**config.mk**
```make
export PLATFORM = sky130hd
export DESIGN_NAME = adder_share_arb
export DESIGN_NICKNAME = d
export VERILOG_FILES = /design/src/rtl/adder_share_arb.sv
export SDC_FILE = /design/constraint.sdc
export NUM_CORES = 1
export LEC_CHECK = 0
export ABC_AREA = 1
export CORE_MARGIN = 2
export CORE_UTILIZATION = 44
export DETAILED_ROUTE_END_ITERATION = 12
export PLACE_DENSITY = 0.93
export SLEW_MARGIN = 15
export SYNTH_ARGS = -nofsm -noshare
export SYNTH_HDL_FRONTEND = slang
export SYNTH_SLANG_ARGS = --single-unit
```
**constraint.sdc**
```tcl
create_clock -name clk -period 4.6 [get_ports clk]
set_input_delay 1.38 -clock clk [delete_from_list [all_inputs] [get_ports clk]]
set_output_delay 1.38 -clock clk [all_outputs]
set_load 0.05 [all_outputs]
```
**src/rtl/adder_share_arb.sv**
```systemverilog
// Round-robin arbiter plus one-entry registered result slot sharing one W-bit adder among NREQ requesters.
// Define ADDER_ARB_FIXED_PRIO_EN for fixed lowest-index-wins priority instead of round-robin.
module adder_share_arb #(
   parameter int NREQ = 3,
   parameter int W    = 32,
   parameter int IDW  = $clog2(NREQ)
) (
   input  logic              clk,
   input  logic              reset,
   input  logic [NREQ-1:0]   req_valid,
   output logic [NREQ-1:0]   req_ready,
   input  logic [NREQ*W-1:0] req_a,
   input  logic [NREQ*W-1:0] req_b,
   output logic              resp_valid,
   input  logic              resp_ready,
   output logic [W-1:0]      resp_y,
   output logic              resp_cout,
   output logic [IDW-1:0]    resp_id
);

   typedef enum logic {EMPTY, FULL} slot_t;

   slot_t          state, state_nxt;
   logic           can_issue;
   logic           found;
   logic           fire;
   logic [IDW-1:0] winner;
   logic [W-1:0]   a_sel, b_sel;
   logic [W:0]     sum;

   assign resp_valid = (state == FULL);
   assign can_issue  = !resp_valid || resp_ready;
   assign fire       = found && can_issue;

`ifdef ADDER_ARB_FIXED_PRIO_EN
   // Descending scan so the lowest set index is the last one written.
   always_comb begin
      found  = 1'b0;
      winner = '0;
      for (int i = NREQ - 1; i >= 0; i--) begin
         if (req_valid[i]) begin
            found  = 1'b1;
            winner = IDW'(i);
         end
      end
   end
`else
   logic [IDW-1:0] last_grant;
   logic [IDW-1:0] rr_sel;

   // NOTE: every always_comb output gets a default first so no path leaves it unassigned (no latch).
   always_comb begin
      found  = 1'b0;
      winner = '0;
      rr_sel = '0;
      for (int k = 1; k <= NREQ; k++) begin
         rr_sel = IDW'((int'(last_grant) + k) % NREQ);
         if (!found && req_valid[rr_sel]) begin
            found  = 1'b1;
            winner = rr_sel;
         end
      end
   end

   // NOTE: sequential state uses non-blocking assignments so every register samples pre-edge values.
   always_ff @(posedge clk or posedge reset) begin
      if (reset)     last_grant <= IDW'(NREQ - 1);
      else if (fire) last_grant <= winner;
   end
`endif

   always_comb begin
      req_ready = '0;
      a_sel     = '0;
      b_sel     = '0;
      for (int i = 0; i < NREQ; i++) begin
         if (winner == IDW'(i)) begin
            req_ready[i] = fire;
            a_sel        = req_a[i*W +: W];
            b_sel        = req_b[i*W +: W];
         end
      end
   end

   assign sum = {1'b0, a_sel} + {1'b0, b_sel};

   // A fresh issue wins over a drain, keeping the slot full for back-to-back results.
   always_comb begin
      state_nxt = state;
      if (fire)            state_nxt = FULL;
      else if (resp_ready) state_nxt = EMPTY;
   end

   always_ff @(posedge clk or posedge reset) begin
      if (reset) state <= EMPTY;
      else       state <= state_nxt;
   end

   always_ff @(posedge clk or posedge reset) begin
      if (reset) begin
         resp_y    <= '0;
         resp_cout <= 1'b0;
         resp_id   <= '0;
      end else if (fire) begin
         resp_y    <= sum[W-1:0];
         resp_cout <= sum[W];
         resp_id   <= winner;
      end
   end

endmodule
```
==> flow_summary.toml <==
[global_routing]
grt_pass1_wl_mm = 31.36
grt.total_usage_pct = 29.31
grt_start_max_net_pins = 46
grt_pass1_vias = 6801
grt_overflow_total = 0
grt_antenna_before_repair = 0

[yosys]
yosys.area_share.simple_pct = 53.90
synthAdderAreaFrac_pct = 8.199
async_flop_share_pct = 100.0
ys_types = 33
ys_ff_latch = 37
synth_area_per_cell_um2 = 5.274
synth_compound_area_share_pct = 5.936
yosysWarnings = 0
syn_nets = 1293
netlist_instances = 1059
syn_area_mm2 = 0.005585
synth_top_family_by_area = "simple AND/OR/NAND/NOR gates"
synth-edff-count = 0
synth.area.mux_share_pct = 0
synth_top_area_cell = "nand2_1"
synthTopCellsByCount = "nand2_1, inv_1, nor2_1"
yosysMostFrequentCell = "nand2_1"
synth_xor_area_share_pct = 2.039
yosysSeqAreaShare_pct = 16.60
post-synth-top-area-fraction_pct = 30.98
synth_top_flop_cell = "dfrtp_1"
synthTopCellsByArea = "nand2_1, dfrtp_1, inv_1, nand3_1, nor2_1"

[cts]
cts_tree = "yes"
holdBufCountCts = 0
clock_sinks = 37
cts.clk_slew.worst_paths_ps = 50
clk_latency_ps = 280
htree_num_levels = 2
root_buffer = "clkbuf_16"
numCtsBuffers = 5
clockBufferDepth = 2

[layout]
final_nets = 1542
area_growth_syn_to_layout_pct = 52.37
layout.cells.non_filler = 1481
drive_above_1_share_pct = 5.730
utilization_pct = 67.99
nFillCells = 1151
num_antenna_cells = 0

[timing]
finalWorstSetupSlack_ps = -19.45
max_freq_ghz = 0.2165
setup_viol = 1
period_needed_ps = 4619
timing.final.hold_violations = 0
tightest_slew_ps = 539.1
relSlewSlack_pct = 63.95
slew_viol_final = 0
period_share_pct = 100.4
clock_skew_ps = 7.235
rsz0062_at_grt = "true"

[route]
wire_per_inst_um = 13.61
drcViolationCount = 0
ant_nets = 0
vias = 7364
routed_via_density = 4.972
firstDrtPassIters = 5
drtIter0Drc = 578
drt_wl_total_mm = 20.16

[critical_path]
cp.arrival_ps = 3240
crit_fanout = 7
cp-start-kind = "input port"
critPathCaptureType = "primary output"
crit_type = "in -> out"
critPathRequiredTime_ps = 3220

[place]
dp_hpwl_mm = 17.00
place_congestion = 0.9588
port_buffers = 236
post-place-cells = 1471

[flow_run]
drv_cap = 0

[status]
violations = "setup timing"
outcome = "finished with violations"

[floorplan]
core_mm2 = 0.01252
die_y_um = 116.7
start_util_pct = 44.62
dieArea_mm2 = 0.01361
die_w_um = 116.7
rows = 41
ios = 237

[hold_path]
hold_class = "reg -> reg"
[critical path: stages]
cell and delay, ps:
clkdlybuf4s50_1 560, inv_1 80, nand2_1 60, nand3_1 130
a31oi_4 220, nand2_4 130, inv_4 100, buf_4 140
nand2_1 100, nor2_2 170, buf_12 160
[stage by stage]
step / TNS (ps) / cell area (µm²) / hold WS, ps / setup slack, ps
finish: -19.45 / 8511 / 472.4 / -19.45
global route: -731.2 / 8511 / 494.9 / -125.2
CTS: 0 / 8434 / 479.4 / 9.942
detailed placement: -300.4 / 8287 / 464.9 / -68.07
global placement: 0 / 8287 / 463.8 / 5.149
floorplan: 0 / 5585 / 508.8 / 384.7
[placed cells by master, fill, tap and decap left out, types with 4 or more instances in the layout]
cell type          n
nand2_1          460
clkdlybuf4s50_1  233
inv_1            140
nor2_1           129
nand3_1          100
dfrtp_1           36
buf_4             36
a21oi_1           34
ha_1              34
o21ai_0           18
xnor2_1           13
nand3b_1          13
nor3_1             7
inv_2              6
nand4_1            6
clkbuf_16          5
nor2_2             4
and2_1             4
buf_12             4
[per-layer routing]
layer / wire length, µm / global-route usage, % / part of all wire (%) / vias up
met5: 0 / 0 / 0 / -
met2: 10020 / 54.81 / 50 / 298
li1: - / - / - / 3747
met3: 1354 / 4.255 / 6.7 / 38
met4: 493 / 8.392 / 2.4 / 0
met1: 8291 / 34.73 / 41 / 3281
[cell families after synthesis]
family | count (synthesis)
buf+inv | 180
fa+ha+maj | 36
flops | 37
xor+xnor | 13
compound gates | 60
simple gates | 733
[area by class of cell]
| type | count | area, µm² | area share, % |
|---|---|---|---|
| inverter | 148 | 560.5 | 6.586 |
| clock buffer | 6 | 128.9 | 1.514 |
| sequential | 37 | 927.1 | 10.89 |
| clock inverter | 2 | 10.01 | 0.1176 |
| timing repair buffer | 274 | 2694 | 31.65 |
| multi-input combinational | 842 | 3975 | 46.71 |
| tap | 172 | 215.2 | 2.529 |
[flip-flops by register name, summed over array words and instances, names as in the netlist]
signal and count:
resp_y 32, last_grant 2, resp_cout 1, resp_id 1, resp_valid 1
[path summary, 6_finish.rpt]
path | startpoint | to | slack (ps) | cells past startpoint
max | req_valid[1] | req_ready[0] | -20 | 11
min in group asynchronous | reset | resp_y[6]$_DFFE_PP0P_ | 1520 | 3
min reg2reg | resp_y[28]$_DFFE_PP0P_ | resp_y[28]$_DFFE_PP0P_ | 470 | 2
max in group asynchronous | reset | last_grant[1]$_DFFE_PP1P_ | 2720 | 3
max reg2reg | last_grant[0]$_DFFE_PP0P_ | resp_y[26]$_DFFE_PP0P_ | 880 | 24
min | resp_y[28]$_DFFE_PP0P_ | resp_y[28]$_DFFE_PP0P_ | 470 | 2
[repair_timing]
item,in CTS,in global routing
endpoints found under the setup margin,1,20
pin swaps,0,3
gates resized for setup,3,14
setup buffers,0,2
Power is not shown: default switching activity piles up to over one toggle a cycle in this logic, so the estimate is an artifact.
